**src/rtl/vout_timing_cfg_ctrl_pkg.sv**
```systemverilog
// Shared types and constants for the video-out timing configuration controller:
// default 1080p mode, register address map, FSM states and the set validator.
package vout_timing_cfg_ctrl_pkg;

  localparam int DATA_W          = 12;
  localparam int NUM_REGS        = 10;
  localparam int NUM_SEG_DEF     = 6;
  localparam int RST_CYC_DEF     = 4;
  localparam int TIMEOUT_CYC_DEF = 1 << 22;

  localparam logic [3:0] ADDR_H_FP     = 4'd0;
  localparam logic [3:0] ADDR_H_SYNC   = 4'd1;
  localparam logic [3:0] ADDR_H_BP     = 4'd2;
  localparam logic [3:0] ADDR_H_ACTIVE = 4'd3;
  localparam logic [3:0] ADDR_H_TOTAL  = 4'd4;
  localparam logic [3:0] ADDR_V_FP     = 4'd5;
  localparam logic [3:0] ADDR_V_SYNC   = 4'd6;
  localparam logic [3:0] ADDR_V_BP     = 4'd7;
  localparam logic [3:0] ADDR_V_ACTIVE = 4'd8;
  localparam logic [3:0] ADDR_V_TOTAL  = 4'd9;

  // One complete mode; element index equals the cfg_addr of that value.
  typedef logic [NUM_REGS-1:0][DATA_W-1:0] timing_set_t;

  localparam timing_set_t DEFAULT_TIMING = {
    12'd1125, 12'd1080, 12'd36, 12'd5, 12'd4,
    12'd2200, 12'd1920, 12'd148, 12'd44, 12'd88
  };
  localparam logic [DATA_W-1:0] DEFAULT_H_CLK_CNT = 12'd320;

  typedef enum logic [2:0] {
    ST_IDLE,
    ST_CHECK,
    ST_DIV,
    ST_ERR,
    ST_WAIT_VS,
    ST_HOLD
  } state_e;

  // True when the porch/sync/active sums do not match the totals or a
  // sync/active width is zero. Sums are kept at 13 bits on purpose.
  function automatic logic check_fail(input timing_set_t s);
    logic [DATA_W:0] h_sum;
    logic [DATA_W:0] v_sum;
    h_sum = 13'(s[ADDR_H_FP]) + 13'(s[ADDR_H_SYNC]) + 13'(s[ADDR_H_BP])
          + 13'(s[ADDR_H_ACTIVE]);
    v_sum = 13'(s[ADDR_V_FP]) + 13'(s[ADDR_V_SYNC]) + 13'(s[ADDR_V_BP])
          + 13'(s[ADDR_V_ACTIVE]);
    return (h_sum != {1'b0, s[ADDR_H_TOTAL]}) ||
           (v_sum != {1'b0, s[ADDR_V_TOTAL]}) ||
           (s[ADDR_H_SYNC] == '0) || (s[ADDR_V_SYNC] == '0) ||
           (s[ADDR_H_ACTIVE] == '0) || (s[ADDR_V_ACTIVE] == '0);
  endfunction

endpackage

```
**src/rtl/vout_timing_cfg_ctrl_if.sv**
```systemverilog
// Host-side configuration bus: shadow writes, commit request and status.
interface vout_timing_cfg_ctrl_if;
  import vout_timing_cfg_ctrl_pkg::*;

  logic              cfg_wr;
  logic [3:0]        cfg_addr;
  logic [DATA_W-1:0] cfg_wdata;
  logic              cfg_commit;
  logic              cfg_busy;
  logic              cfg_done;
  logic              cfg_err;

  modport master (
    output cfg_wr, cfg_addr, cfg_wdata, cfg_commit,
    input  cfg_busy, cfg_done, cfg_err
  );

  modport slave (
    input  cfg_wr, cfg_addr, cfg_wdata, cfg_commit,
    output cfg_busy, cfg_done, cfg_err
  );
endinterface

```
**src/rtl/vout_timing_cfg_ctrl_seq_div12.sv**
```systemverilog
// Restoring divider, one quotient bit per cycle. The first bit is resolved in
// the start cycle itself, so results are registered 12 cycles after start and
// done_o is high for the one cycle in which they first become valid.
module vout_timing_cfg_ctrl_seq_div12 (
  input  logic        dp_clk,
  input  logic        rst_n,
  input  logic        start_i,
  input  logic [11:0] dividend_i,
  input  logic [11:0] divisor_i,
  output logic        done_o,
  output logic [11:0] quotient_o,
  output logic [11:0] remainder_o
);

  logic [11:0] rem_q, quo_q, rem_d, quo_d;
  logic [3:0]  cnt_q;
  logic        busy_q, done_q;
  logic [11:0] rem_in, quo_in;
  logic [12:0] rem_sh;

  // One restoring step: shift in the next dividend bit, subtract if it fits.
  always_comb begin
    rem_in = start_i ? 12'd0 : rem_q;
    quo_in = start_i ? dividend_i : quo_q;
    rem_sh = {rem_in, quo_in[11]};
    rem_d  = rem_sh[11:0];
    quo_d  = {quo_in[10:0], 1'b0};
    if (rem_sh >= {1'b0, divisor_i}) begin
      rem_d = 12'(rem_sh - {1'b0, divisor_i});
      quo_d = {quo_in[10:0], 1'b1};
    end
  end

  // Iteration counter and working registers.
  always_ff @(posedge dp_clk or negedge rst_n) begin
    if (!rst_n) begin
      rem_q  <= '0;
      quo_q  <= '0;
      cnt_q  <= '0;
      busy_q <= 1'b0;
      done_q <= 1'b0;
    end else begin
      done_q <= 1'b0;
      if (start_i) begin
        rem_q  <= rem_d;
        quo_q  <= quo_d;
        cnt_q  <= 4'd11;
        busy_q <= 1'b1;
      end else if (busy_q) begin
        rem_q <= rem_d;
        quo_q <= quo_d;
        cnt_q <= cnt_q - 4'd1;
        if (cnt_q == 4'd1) begin
          busy_q <= 1'b0;
          done_q <= 1'b1;
        end
      end
    end
  end

  assign done_o      = done_q;
  assign quotient_o  = quo_q;
  assign remainder_o = rem_q;

endmodule

```
**src/rtl/vout_timing_cfg_ctrl.sv**
```systemverilog
// Run-time mode controller for the display timing generator: shadow register
// file, set validation, segment-length division and vsync-aligned apply with a
// timing-generator restart pulse.
module vout_timing_cfg_ctrl
  import vout_timing_cfg_ctrl_pkg::*;
#(
  parameter int NUM_SEG     = NUM_SEG_DEF,
  parameter int RST_CYC     = RST_CYC_DEF,
  parameter int TIMEOUT_CYC = TIMEOUT_CYC_DEF
) (
  input  logic                   dp_clk,
  input  logic                   rst_n,
  vout_timing_cfg_ctrl_if.slave  cfg,
  input  logic                   vs_in_i,
  output logic [DATA_W-1:0]      h_fp_o,
  output logic [DATA_W-1:0]      h_sync_o,
  output logic [DATA_W-1:0]      h_bp_o,
  output logic [DATA_W-1:0]      h_active_o,
  output logic [DATA_W-1:0]      h_total_o,
  output logic [DATA_W-1:0]      v_fp_o,
  output logic [DATA_W-1:0]      v_sync_o,
  output logic [DATA_W-1:0]      v_bp_o,
  output logic [DATA_W-1:0]      v_active_o,
  output logic [DATA_W-1:0]      v_total_o,
  output logic [DATA_W-1:0]      h_clk_cnt_o,
  output logic                   tg_rst_n_o
);

  localparam int TMR_W  = $clog2(TIMEOUT_CYC);
  localparam int HOLD_W = $clog2(RST_CYC + 1);
  localparam logic [TMR_W-1:0]  TMR_LAST  = TMR_W'(TIMEOUT_CYC - 1);
  localparam logic [HOLD_W-1:0] HOLD_LAST = HOLD_W'(RST_CYC - 1);

  state_e            state_q, state_d;
  timing_set_t       shadow_q, shadow_d, active_q;
  logic [DATA_W-1:0] h_clk_cnt_q;
  logic              err_q, done_q, tg_rst_n_q, vs_q, chk_fail_q;
  logic [TMR_W-1:0]  timer_q;
  logic [HOLD_W-1:0] hold_cnt_q;

  logic              commit_acc, wr_en, vs_edge, apply, hold_last;
  logic              div_start, div_done, div_fail, busy;
  logic [DATA_W-1:0] quotient, remainder;

  vout_timing_cfg_ctrl_seq_div12 u_div (
    .dp_clk      (dp_clk),
    .rst_n       (rst_n),
    .start_i     (div_start),
    .dividend_i  (shadow_q[ADDR_H_ACTIVE]),
    .divisor_i   (12'(NUM_SEG)),
    .done_o      (div_done),
    .quotient_o  (quotient),
    .remainder_o (remainder)
  );

  // State register.
  always_ff @(posedge dp_clk or negedge rst_n) begin
    if (!rst_n) state_q <= ST_IDLE;
    else        state_q <= state_d;
  end

  // Next-state: commit -> check -> divide -> error or wait for vsync -> hold.
  always_comb begin
    state_d = state_q;
    unique case (state_q)
      ST_IDLE:    if (commit_acc) state_d = ST_CHECK;
      ST_CHECK:   state_d = ST_DIV;
      ST_DIV:     if (div_done) state_d = div_fail ? ST_ERR : ST_WAIT_VS;
      ST_ERR:     state_d = ST_IDLE;
      ST_WAIT_VS: if (apply) state_d = ST_HOLD;
      ST_HOLD:    if (hold_last) state_d = ST_IDLE;
      default:    state_d = ST_IDLE;
    endcase
  end

  // Control decode from the current state and inputs.
  always_comb begin
    busy       = (state_q != ST_IDLE);
    commit_acc = (state_q == ST_IDLE) && cfg.cfg_commit;
    wr_en      = (state_q == ST_IDLE) && cfg.cfg_wr &&
                 (cfg.cfg_addr < 4'(NUM_REGS));
    vs_edge    = vs_in_i & ~vs_q;
    apply      = (state_q == ST_WAIT_VS) && (vs_edge || (timer_q == TMR_LAST));
    hold_last  = (state_q == ST_HOLD) && (hold_cnt_q == HOLD_LAST);
    div_start  = (state_q == ST_CHECK);
    div_fail   = chk_fail_q || (remainder != '0);
  end

  // Shadow write port; only the addressed entry changes.
  always_comb begin
    shadow_d = shadow_q;
    for (int i = 0; i < NUM_REGS; i++) begin
      if (wr_en && (cfg.cfg_addr == 4'(i))) shadow_d[i] = cfg.cfg_wdata;
    end
  end

  // Shadow and active mode registers; active set only moves on apply.
  always_ff @(posedge dp_clk or negedge rst_n) begin
    if (!rst_n) begin
      shadow_q    <= DEFAULT_TIMING;
      active_q    <= DEFAULT_TIMING;
      h_clk_cnt_q <= DEFAULT_H_CLK_CNT;
    end else begin
      shadow_q <= shadow_d;
      if (apply) begin
        active_q    <= shadow_q;
        h_clk_cnt_q <= quotient;
      end
    end
  end

  // Status flags, vsync history, wait timer, hold counter and restart pulse.
  always_ff @(posedge dp_clk or negedge rst_n) begin
    if (!rst_n) begin
      vs_q       <= 1'b0;
      chk_fail_q <= 1'b0;
      timer_q    <= '0;
      hold_cnt_q <= '0;
      tg_rst_n_q <= 1'b1;
      done_q     <= 1'b0;
      err_q      <= 1'b0;
    end else begin
      vs_q       <= vs_in_i;
      if (div_start) chk_fail_q <= check_fail(shadow_q);
      timer_q    <= (state_q == ST_WAIT_VS) ? timer_q + 1'b1 : '0;
      hold_cnt_q <= (state_q == ST_HOLD) ? hold_cnt_q + 1'b1 : '0;
      if (apply)          tg_rst_n_q <= 1'b0;
      else if (hold_last) tg_rst_n_q <= 1'b1;
      done_q <= ((state_q == ST_DIV) && div_done && div_fail) || hold_last;
      if (commit_acc)                                     err_q <= 1'b0;
      else if ((state_q == ST_DIV) && div_done && div_fail) err_q <= 1'b1;
    end
  end

  assign cfg.cfg_busy = busy;
  assign cfg.cfg_done = done_q;
  assign cfg.cfg_err  = err_q;

  assign h_fp_o      = active_q[ADDR_H_FP];
  assign h_sync_o    = active_q[ADDR_H_SYNC];
  assign h_bp_o      = active_q[ADDR_H_BP];
  assign h_active_o  = active_q[ADDR_H_ACTIVE];
  assign h_total_o   = active_q[ADDR_H_TOTAL];
  assign v_fp_o      = active_q[ADDR_V_FP];
  assign v_sync_o    = active_q[ADDR_V_SYNC];
  assign v_bp_o      = active_q[ADDR_V_BP];
  assign v_active_o  = active_q[ADDR_V_ACTIVE];
  assign v_total_o   = active_q[ADDR_V_TOTAL];
  assign h_clk_cnt_o = h_clk_cnt_q;
  assign tg_rst_n_o  = tg_rst_n_q;

endmodule

```
**src/flat_wrapper.sv**
```systemverilog
// flat-port wrapper written by rule: the top's interface ports become plain ports
module vout_timing_cfg_ctrl_flat import vout_timing_cfg_ctrl_pkg::*;
#(
  parameter int NUM_SEG     = NUM_SEG_DEF,
  parameter int RST_CYC     = RST_CYC_DEF,
  parameter int TIMEOUT_CYC = TIMEOUT_CYC_DEF
)
  (dp_clk, rst_n, vs_in_i, h_fp_o, h_sync_o, h_bp_o, h_active_o, h_total_o, v_fp_o, v_sync_o, v_bp_o, v_active_o, v_total_o, h_clk_cnt_o, tg_rst_n_o, cfg_cfg_wr, cfg_cfg_addr, cfg_cfg_wdata, cfg_cfg_commit, cfg_cfg_busy, cfg_cfg_done, cfg_cfg_err);
  vout_timing_cfg_ctrl_if cfg_i ();
  input  logic dp_clk;
  input  logic rst_n;
  input  logic vs_in_i;
  output logic [DATA_W-1:0] h_fp_o;
  output logic [DATA_W-1:0] h_sync_o;
  output logic [DATA_W-1:0] h_bp_o;
  output logic [DATA_W-1:0] h_active_o;
  output logic [DATA_W-1:0] h_total_o;
  output logic [DATA_W-1:0] v_fp_o;
  output logic [DATA_W-1:0] v_sync_o;
  output logic [DATA_W-1:0] v_bp_o;
  output logic [DATA_W-1:0] v_active_o;
  output logic [DATA_W-1:0] v_total_o;
  output logic [DATA_W-1:0] h_clk_cnt_o;
  output logic tg_rst_n_o;
  input wire logic [$bits(cfg_i.cfg_wr)-1:0] cfg_cfg_wr;
  input wire logic [$bits(cfg_i.cfg_addr)-1:0] cfg_cfg_addr;
  input wire logic [$bits(cfg_i.cfg_wdata)-1:0] cfg_cfg_wdata;
  input wire logic [$bits(cfg_i.cfg_commit)-1:0] cfg_cfg_commit;
  output wire logic [$bits(cfg_i.cfg_busy)-1:0] cfg_cfg_busy;
  output wire logic [$bits(cfg_i.cfg_done)-1:0] cfg_cfg_done;
  output wire logic [$bits(cfg_i.cfg_err)-1:0] cfg_cfg_err;
  assign cfg_i.cfg_wr = cfg_cfg_wr;
  assign cfg_i.cfg_addr = cfg_cfg_addr;
  assign cfg_i.cfg_wdata = cfg_cfg_wdata;
  assign cfg_i.cfg_commit = cfg_cfg_commit;
  assign cfg_cfg_busy = cfg_i.cfg_busy;
  assign cfg_cfg_done = cfg_i.cfg_done;
  assign cfg_cfg_err = cfg_i.cfg_err;
  vout_timing_cfg_ctrl #(.NUM_SEG(NUM_SEG), .RST_CYC(RST_CYC), .TIMEOUT_CYC(TIMEOUT_CYC)) u_core (.dp_clk(dp_clk), .rst_n(rst_n), .cfg(cfg_i), .vs_in_i(vs_in_i), .h_fp_o(h_fp_o), .h_sync_o(h_sync_o), .h_bp_o(h_bp_o), .h_active_o(h_active_o), .h_total_o(h_total_o), .v_fp_o(v_fp_o), .v_sync_o(v_sync_o), .v_bp_o(v_bp_o), .v_active_o(v_active_o), .v_total_o(v_total_o), .h_clk_cnt_o(h_clk_cnt_o), .tg_rst_n_o(tg_rst_n_o));
endmodule
```
**config.mk**
```make
export PLATFORM = sky130hd
export DESIGN_NAME = vout_timing_cfg_ctrl_flat
export DESIGN_NICKNAME = d
export VERILOG_FILES = /design/src/rtl/vout_timing_cfg_ctrl_pkg.sv /design/src/rtl/vout_timing_cfg_ctrl_if.sv /design/src/rtl/vout_timing_cfg_ctrl_seq_div12.sv /design/src/rtl/vout_timing_cfg_ctrl.sv /design/src/flat_wrapper.sv
export SDC_FILE = /design/constraint.sdc
export NUM_CORES = 1
export LEC_CHECK = 0
export BUFFER_PORTS_ARGS = -buffer_cell sky130_fd_sc_hd__buf_2
export CAP_MARGIN = 20
export CORE_MARGIN = 5
export CORE_UTILIZATION = 25
export CTS_BUF_LIST = sky130_fd_sc_hd__clkbuf_4 sky130_fd_sc_hd__clkbuf_8
export DETAILED_ROUTE_END_ITERATION = 8
export MAX_ROUTING_LAYER = met4
export PLACE_DENSITY = 0.5
export SYNTH_ARGS = -nofsm -noshare
export SYNTH_HDL_FRONTEND = slang
export SYNTH_SLANG_ARGS = --single-unit
```
**constraint.sdc**
```tcl
create_clock -name dp_clk -period 5.05 [get_ports dp_clk]
set_clock_uncertainty 0.2 [all_clocks]
set_input_delay 0.2525 -clock dp_clk [delete_from_list [all_inputs] [get_ports dp_clk]]
set_output_delay 0.2525 -clock dp_clk [all_outputs]
set_load 0.02 [all_outputs]
```
After elaboration in Yosys (flattened, before gate mapping)
Index checks and enable logic that the tools add are counted.
Widths: inputs -> output; s select.
{"block": "classes", "add_sub_neg": 10, "n_div": 0, "bitwise_logic": 2, "shifts": 0, "n_mux": 28, "mul": 0, "eq_ne": 22, "reduce_logical": 37, "magnitude_cmp": 2}
{"cell": "$mux 12", "count": 7}
{"cell": "$add 13x12->13", "count": 4}
{"cell": "$logic_not 12->1", "count": 4}
{"cell": "$add 12x12->13", "count": 2}
{"cell": "$ne 13x12->1", "count": 2}
{"cell": "$add 22x1->22 const B", "count": 1}
{"cell": "$eq 22x22->1 const B", "count": 1}
{"cell": "$mux 22", "count": 1}
{"cell": "$mux 3", "count": 6}
{"cell": "$logic_and 1x1->1", "count": 17}
{"cell": "$eq 4x3->1 const B", "count": 4}
{"cell": "$pmux 3 s5", "count": 1}
{"cell": "$ge 13x3->1 const B", "count": 1}
{"cell": "$reduce_bool 12->1", "count": 1}
{"cell": "$sub 12x3->12 const B", "count": 1}
{"cell": "$mux 1", "count": 11}
{"cell": "$eq 4x1->1 const B", "count": 2}
{"cell": "$eq 4x2->1 const B", "count": 2}
{"cell": "$eq 4x4->1 const B", "count": 2}
{"cell": "$logic_or 1x1->1", "count": 8}
{"cell": "$mux 4", "count": 2}
{"cell": "$eq 3x2->1 const B", "count": 2}
{"cell": "$eq 3x3->1 const B", "count": 2}
{"cell": "$ne 2x1->1 const B", "count": 3}
{"cell": "12 further kinds", "count": 14}
{"block": "word_totals", "ram_bits": 0, "elab_cells": 135, "in_bits": 21, "latch_bits": 0, "register_bits": 315, "output_inout_bits": 136, "mem_bits_ro": 0, "n_memories": 0}

Depth between registers and ports, before layout
Gate-level depths: netlist (run 1).
{"block": "depth", "depth_word": 9, "depth_mapped": 13, "depth_no_buf": 13}

Hierarchy
From an unflattened synthesis (run 1), not the netlist that was laid out.
{"block": "unflattened", "cells_unflattened": 1236, "hier_area_um2": 15971.6}
{"mod": "vout_timing_cfg_ctrl", "cells_per_inst": 995, "area_per_inst_um2": 13800.7, "seq_area_each_um2": 7213.2, "n_inst": 1}
{"mod": "vout_timing_cfg_ctrl_seq_div12", "cells_per_inst": 241, "area_per_inst_um2": 2170.8, "seq_area_each_um2": 750.7, "n_inst": 1}

Worst setup path before layout (run 1)
OpenSTA, ideal clock, no wires.
{"block": "synth_timing", "path_kind": "register to register", "startpoint": "register u_core.shadow_q[61] (netlist name)", "endpoint": "register u_core.chk_fail_q", "path_slack_ns": 1.039, "period_less_slack_ns": 4.011, "required_ns": 4.725, "path_buffers": 0, "path_stages_with_launch": 14, "setup_time_ns": 0.125, "arrival_time_ns": 3.686, "cell_sequence": "dfrtp_1 -> fa_1 -> inv_1 -> fa_1 -> inv_1 -> ha_1 -> fa_1 -> a211o_1 -> and3_1 -> or3_1 -> a2111oi_0 -> nand4_1 -> nor4_1 -> nor2_1"}
{"block": "synth_between", "elab_chain_cells": 9}
{"item": "start: declaration", "line": "vout_timing_cfg_ctrl.sv:35", "rtl": "timing_set_t shadow_q, shadow_d, active_q;"}
{"item": "start signal: assignment", "line": "vout_timing_cfg_ctrl.sv:104", "rtl": "shadow_q <= shadow_d;"}
{"item": "$add 12x12->13", "line": "vout_timing_cfg_ctrl_pkg.sv:47", "rtl": "v_sum = 13'(s[ADDR_V_FP]) + 13'(s[ADDR_V_SYNC]) + 13'(s[ADDR_V_BP])"}
{"item": "$add 13x12->13", "line": "vout_timing_cfg_ctrl_pkg.sv:47"}
{"item": "$add 13x12->13", "line": "vout_timing_cfg_ctrl_pkg.sv:48", "rtl": "+ 13'(s[ADDR_V_ACTIVE]);"}
{"item": "$ne 13x12->1", "line": "vout_timing_cfg_ctrl_pkg.sv:50", "rtl": "(v_sum != {1'b0, s[ADDR_V_TOTAL]}) ||"}
{"item": "$logic_or 1x1->1", "line": "vout_timing_cfg_ctrl_pkg.sv:49", "rtl": "return (h_sum != {1'b0, s[ADDR_H_TOTAL]}) ||"}
{"item": "$logic_or 1x1->1", "line": "vout_timing_cfg_ctrl_pkg.sv:50"}
{"item": "$logic_or 1x1->1 (2 in a row)", "line": "vout_timing_cfg_ctrl_pkg.sv:51", "rtl": "(s[ADDR_H_SYNC] == '0) || (s[ADDR_V_SYNC] == '0) ||"}
{"item": "$logic_or 1x1->1", "line": "vout_timing_cfg_ctrl_pkg.sv:52", "rtl": "(s[ADDR_H_ACTIVE] == '0) || (s[ADDR_V_ACTIVE] == '0);"}
{"item": "end signal: assignment", "line": "vout_timing_cfg_ctrl.sv:124", "rtl": "if (div_start) chk_fail_q <= check_fail(shadow_q);"}
{"item": "end: declaration", "line": "vout_timing_cfg_ctrl.sv:37", "rtl": "logic err_q, done_q, tg_rst_n_q, vs_q, chk_fail_q;"}
No other way between the ends.
A chain may end at the register's enable or synchronous reset.

Worst setup path after layout (run 1)
Ends and elaborated chain as after synthesis.

==> results of run 1 <==
==> power groups by stage <==
stage | Combinational [mW] | Clock (mW) | Sequential [mW]
detailed placement | 5.79 | 0 | 3.78
finish | 5.87 | 2.50 | 3.72
CTS | 5.87 | 2.59 | 3.74
global route | 6.52 | 2.70 | 3.81
global placement | 5.80 | 0 | 3.77
floorplan | 4.32 | 0 | 3.48
==> sequential cells by signal, summed over array words and instances (netlist names), 4 cells and up <==
register and cells:
u_core.shadow_q 120, u_core.timer_q 22, u_core.h_active_o 12, u_core.h_bp_o 12, u_core.h_clk_cnt_o 12, u_core.h_fp_o 12, u_core.h_sync_o 12, u_core.h_total_o 12
u_core.u_div.quotient_o 12, u_core.u_div.remainder_o 12, u_core.v_active_o 12, u_core.v_bp_o 12, u_core.v_fp_o 12, u_core.v_sync_o 12, u_core.v_total_o 12, u_core.u_div.cnt_q 4
==> through the flow <==
| step | utilization (%) | hold slack [ps] |
|---|---|---|
| finish | 30.3 | 78.6 |
| global route | 30.3 | 78.3 |
| CTS | 30.3 | 34.3 |
| detailed placement | 28.0 | -23.5 |
| global placement | 28.0 | -28.7 |
| floorplan | - | -243 |
==> per-layer routing <==
layer	GRT usage, %	vias to the layer above	share of wire [%]
li1	-	4626	-
met1	17.7	5091	45
met2	21.9	237	48
met3	3.56	63	5.8
met4	2.37	0	1.4
met5	-	-	0
==> worst paths after layout <==
path	end	slack [ps]
max reg2reg	u_core.chk_fail_q$_DFFE_PN0P_	760
min in group asynchronous	u_core.h_active_o[10]$_DFFE_PN1P_	540
max in group asynchronous	u_core.v_active_o[0]$_DFFE_PN0P_	3200
min	u_core.shadow_q[11]$_DFFE_PN0P_	80
max	u_core.chk_fail_q$_DFFE_PN0P_	760
min reg2reg	u_core.hold_cnt_q[0]$_DFF_PN0_	240
==> layout by cell type, fill, tap and decap left out, drive strengths merged, types with 30 or more instances in the layout <==
master and n:
clkbuf 80, fa 48, dfrtp 250, nand2 49, ha 30, a21oi 41
dfstp 65, buf 170, nor2 65, inv 53, mux2 240
==> worst register-to-register path, cell delays in order, from the launching register on <==
cell	delay (ps)
dfrtp_1	410
fa_1	540
inv_1	50
fa_1	490
inv_1	40
ha_1	220
fa_1	430
a211o_1	330
and3_1	190
or3_1	360
a2111oi_0	390
nand4_1	160
nor4_1	300
nor2_1	60
==> layout make-up <==
class,count,area share [%]
Tap cell,782,5.33
Multi-Input combinational cell,771,37.5
Antenna cell,6,0.0818
Clock inverter,17,0.974
Clock buffer,80,5.35
Sequential cell,315,43.4
Timing Repair Buffer,191,6.32
Inverter,51,1.04
==> kinds of logic (layout without fill, tap and decap cells) <==
kind of cell	after synthesis	in the layout	share of synthesized area, %
other	0	6	0
buffers and inverters	107	339	3.23
XOR/XNOR	51	51	2.91
adder cells (fa/ha/maj)	78	78	8.71
flip-flops	315	315	51.9
AO/OA/AOI/OAI	145	145	6.19
AND/OR/NAND/NOR	242	242	8.23
multiplexers	255	255	18.8
==> repair_timing <==
item | 4_1_cts | 5_1_grt
buffers inserted | 0 | 0
endpoints found under the hold margin | 359 | 0
hold buffers | 22 | 0
==> impl_metrics.json, run 1 <==
{
  "syn_avg_cell_area_sq_um": 12.9,
  "routed_via_density": 4.53,
  "crit_fanout": 4,
  "cts_max_level": 2,
  "worstHoldStart": "cfg_cfg_addr[0]",
  "clock_power_share_pct": 20.7,
  "crit_path_start": "u_core.shadow_q[61]$_DFFE_PN0P_",
  "required_ps": 5350,
  "root_buffer": "clkbuf_8",
  "crit_top_cell": "fa_1",
  "cts_tree": "done",
  "fin_area_sq_mm": 0.0184,
  "ir_drop_mv": 0.320,
  "track_usage_pct": 13.6,
  "preCtsSetupSlack_ps": 750,
  "clk_latency_ps": 620,
  "synth_area_leaders": "dfrtp_1 (41%), mux2_2 (17%), dfstp_2 (11%)",
  "synth_cell_types": 69,
  "grt_start_max_net_pins": 157,
  "maxCapViolCount": 0,
  "crit_chain": "fa_1, inv_1, fa_1, inv_1, ha_1, fa_1, a211o_1, and3_1, or3_1, a2111oi_0, nand4_1, nor4_1, nor2_1",
  "relSlewSlack_pct": 42.0,
  "rsz0062_at_grt": "no",
  "netlist_instances": 1193,
  "pwr-share-seq_pct": 30.8,
  "p_int_mw": 7.04,
  "synth_area_sq_mm": 0.0153,
  "crit_type": "flop to flop",
  "synth-seq-cells": 315,
  "grt_pass1_wl_um": 68300,
  "p_sw_mw": 5.06,
  "ys_seq_area_share_pct": 51.9,
  "status": "finished, final reports clean",
  "setup_violations": 0,
  "grt_pass1_vias": 10500,
  "numCtsBuffers": 52,
  "p_per_area_mw_per_mm2": 659,
  "finalWorstSetupSlack_ps": 762,
  "yosys_warnings": 0,
  "synth_top_cell_by_area": "dfrtp_1",
  "io_pins": 157,
  "worst_ep_arrival_time_ps": 4590,
  "drive_above_1_share_pct": 41.2,
  "synth_top_area_share_pct": 40.8,
  "synth.most_common_cell": "dfrtp_1",
  "post-route-drc-count": 0,
  "r2r_cells": 13,
  "cp_num_buf_inv": 2,
  "postPlaceCellArea_sq_mm": 0.0169,
  "core-area_sq_mm": 0.0606,
  "clock_sinks": 315,
  "die_area_sq_mm": 0.0664,
  "worstSetupStartpointType": "flop",
  "clk_pin_slew_worst_paths_ps": 70,
  "synth_edf_count": 0,
  "dieWidth_um": 258,
  "layout.nets": 1481,
  "place_congestion": 0.855,
  "path_delay_family": "adder cells",
  "seq_area_sq_mm": 0.00796,
  "antenna_found_initial": 6,
  "area_delta_synth_final_pct": 19.7,
  "synthFlopType": "dfrtp_1",
  "numPortBuffers": 156,
  "p_comb_share_pct": 48.5,
  "synth_nets": 1292,
  "drt_iter0_markers": 568,
  "dpl.hpwl_um": 32200,
  "final.setup.tns_ps": 0,
  "period_share_pct": 84.9,
  "n_fill_cell": 6217,
  "synth_commonest_cells": "dfrtp_1 (250), mux2_2 (230), dfstp_2 (65), nor2_1 (65), inv_1 (51)",
  "multi_input_area_sq_mm": 0.00689,
  "post_drt_wl_per_cell_um": 20.3,
  "final_cells": 2213,
  "min_period_ps": 4290,
  "dp_cells": 2087,
  "swShare_pct": 41.8,
  "hp-class": "input port to flop",
  "r2r-start": "u_core.shadow_q[61]$_DFFE_PN0P_",
  "grt_remaining_overflow": 0,
  "max_freq_mhz": 233,
  "power_mw": 12.1,
  "holdPathStages": 5,
  "clockBufferDepth": 3,
  "vias": 10017,
  "worst_pin_slew_ps": 870,
  "first_pass_iters": 4,
  "p_leak_nw": 8.92,
  "die_h_um": 258,
  "ys_async_sr_fraction_pct": 100,
  "slowest_delay_ps": 540,
  "num_rows": 90,
  "ctsResizeCount": 0,
  "initial_utilization_pct": 25.3,
  "routed_wl_um": 45000,
  "crit_path_end_kind": "flop",
  "drt.antenna.violating_nets": 0,
  "crit_cells": 13,
  "slew_violations": 0,
  "crit_slowest_cell": "fa_1",
  "hold_viol_final": 0
}
Note: power is estimated with default switching activity, not from simulation.
==> run 2: changes to the inputs <==
--- a/config.mk
+++ b/config.mk
@@ -12,7 +12,7 @@
 export CTS_BUF_LIST = sky130_fd_sc_hd__clkbuf_4 sky130_fd_sc_hd__clkbuf_8
 export DETAILED_ROUTE_END_ITERATION = 8
 export MAX_ROUTING_LAYER = met4
-export PLACE_DENSITY = 0.5
+export PLACE_DENSITY = 0.52
 export SYNTH_ARGS = -nofsm -noshare
 export SYNTH_HDL_FRONTEND = slang
 export SYNTH_SLANG_ARGS = --single-unit
==> constraint.sdc (replaced) <==
create_clock -name dp_clk -period 3.46 [get_ports dp_clk]
set_clock_uncertainty 0.2 [all_clocks]
set_input_delay 0.173 -clock dp_clk [delete_from_list [all_inputs] [get_ports dp_clk]]
set_output_delay 0.173 -clock dp_clk [all_outputs]
set_load 0.02 [all_outputs]
==> run 2 against run 1 <==
Compared with the run above:
- the run now ends with negative setup slack left
- register-to-register slack worse by 1200 ps
- first-iteration DRC count shrank 4.0%
- final cell count rose by 6.8%
- non-clock buffer count increased by 150
- core utilization rose by 2.1 points
- design area grew 6.8%
- sequential share of layout area fell by 2.8 points
- global-route usage grew 0.37 points
- critical path depth stayed put
- sequential cell count unchanged
- total power increased by 66%
- combinational power grew 91%
- highest routed layer unchanged
==> impl_metrics.json, run 2 (same netlist as run 1, synthesis figures left out) <==
{
  "routed_wl_um": 46100,
  "r2r-start": "u_core.shadow_q[85]$_DFFE_PN0P_",
  "p_per_area_mw_per_mm2": 1030,
  "largest_register_ffs": 120,
  "area_delta_synth_final_pct": 27.9,
  "die_h_um": 258,
  "dieWidth_um": 258,
  "reg_top3": "u_core.shadow_q x120, u_core.timer_q x22",
  "setup_violations": 1,
  "numCtsBuffers": 53,
  "hold_viol_final": 0,
  "preCtsSetupSlack_ps": -543,
  "post-route-drc-count": 0,
  "hp-class": "input port to flop",
  "grt_start_max_net_pins": 83,
  "layout_commonest_cell": "dfrtp_1",
  "io_pins": 157,
  "cts_max_level": 2,
  "dpl.hpwl_um": 34300,
  "initial_utilization_pct": 25.3,
  "r2r_cells": 13,
  "finalWorstSetupSlack_ps": -415,
  "worst_pin_slew_ps": 828,
  "reg2reg_to": "u_core.chk_fail_q$_DFFE_PN0P_",
  "final_cells": 2363,
  "min_period_ps": 3880,
  "max_freq_mhz": 258,
  "vias": 10596,
  "slew_violations": 0,
  "antenna_found_initial": 4,
  "drive_above_1_share_pct": 47.5,
  "grt_remaining_overflow": 0,
  "die_area_sq_mm": 0.0664,
  "crit_end": "u_core.chk_fail_q$_DFFE_PN0P_",
  "post_drt_wl_per_cell_um": 19.5,
  "fin_area_sq_mm": 0.0196,
  "clk_latency_ps": 610,
  "drt_iter0_markers": 545,
  "required_ps": 3740,
  "layout.nets": 1632,
  "crit_type": "flop to flop",
  "track_usage_pct": 14.0,
  "final_util_pct": 32.4,
  "clockBufferDepth": 3,
  "first_pass_iters": 5,
  "grt_pass1_wl_um": 70200,
  "crit_path_start": "u_core.shadow_q[85]$_DFFE_PN0P_",
  "p_leak_nw": 9.70,
  "final.setup.tns_ps": -415,
  "num_rows": 90,
  "core-area_sq_mm": 0.0606,
  "whs_ps": 40.6,
  "routed_via_density": 4.48,
  "numPortBuffers": 156,
  "r2r_setup_slack_ps": -420,
  "rsz0062_at_grt": "yes",
  "status": "finished with violations",
  "worstSetupStartpointType": "flop",
  "worst_ep_arrival_time_ps": 4160,
  "crit_path_end_kind": "flop",
  "clk_pin_slew_worst_paths_ps": 70,
  "largest-register": "u_core.shadow_q",
  "final_cell_mix": "dfrtp_1 (249), mux2_2 (230), buf_2 (155), buf_4 (155), clkbuf_8 (72)",
  "clock_sinks": 315,
  "place_congestion": 0.866,
  "postPlaceCellArea_sq_mm": 0.0181,
  "crit_fanout": 2,
  "power_mw": 20.1,
  "root_buffer": "clkbuf_8",
  "grt_pass1_vias": 11232,
  "relSlewSlack_pct": 44.8,
  "maxCapViolCount": 0,
  "drt.antenna.violating_nets": 0,
  "ir_drop_mv": 0.538,
  "period_share_pct": 112,
  "cts_tree": "done",
  "violations": "negative setup slack",
  "dp_cells": 2237
}
## run 2: power by group
part,internal (mW),switching (mW)
clock network,2.09,1.61
logic,5.55,5.64
registers,4.48,0.760
total,12.1,8.01
## run 2: layout make-up
cell class,count,area [sq um]
flip-flops and latches,315,7970
clock inverters,13,104
clock buffers,86,1100
diodes,4,10.0
well taps,782,978
fillers,6147,41000
repair buffers,341,2320
inverters,51,191
multi-input cells,771,6960
## run 2: how the worst min path moves through the flow
| stage | start | end | slack, ps | cells after the start |
|---|---|---|---|---|
| detailed placement | rst_n | u_core.u_div.quotient_o[6]$_DFFE_PN0P_ | 60 | 1 |
| global route | cfg_cfg_addr[3] | u_core.shadow_q[82]$_DFFE_PN0P_ | 50 | 6 |
| floorplan | rst_n | u_core.cfg.cfg_done$_DFF_PN0_ | -320 | 0 |
| global placement | rst_n | u_core.u_div.quotient_o[6]$_DFFE_PN0P_ | 40 | 1 |
| CTS | cfg_cfg_addr[3] | u_core.shadow_q[46]$_DFFE_PN1P_ | 20 | 6 |
| finish | cfg_cfg_addr[3] | u_core.shadow_q[82]$_DFFE_PN0P_ | 40 | 6 |
## run 2: worst max-delay path: stages (launching register included)
cell and delay, ps:
dfrtp_1 400, fa_1 530, inv_1 50, fa_1 490
inv_2 50, ha_4 150, fa_2 360, a211o_1 320
and3_1 160, or3_4 340, a2111oi_4 300, nand4_1 170
nor4_2 160, nor2_1 70
## run 2: repair_timing
| action | 4_1_cts | 5_1_grt |
|---|---|---|
| pin swaps | 3 | 0 |
| hold buffers | 23 | 0 |
| setup buffers | 0 | 0 |
| resized for setup | 11 | 2 |
| hold endpoints to repair | 377 | 0 |
| setup endpoints to repair | 1 | 2 |
## run 2: layer usage
metal  part of all wire (%)  GRT usage (%)  vias to the layer above
met5                      0              -                        -
met4                    2.1           3.19                        0
met3                    5.3           3.29                       70
met2                     47           21.9                      246
met1                     46           18.6                     5335
li1                       -              -                     4945
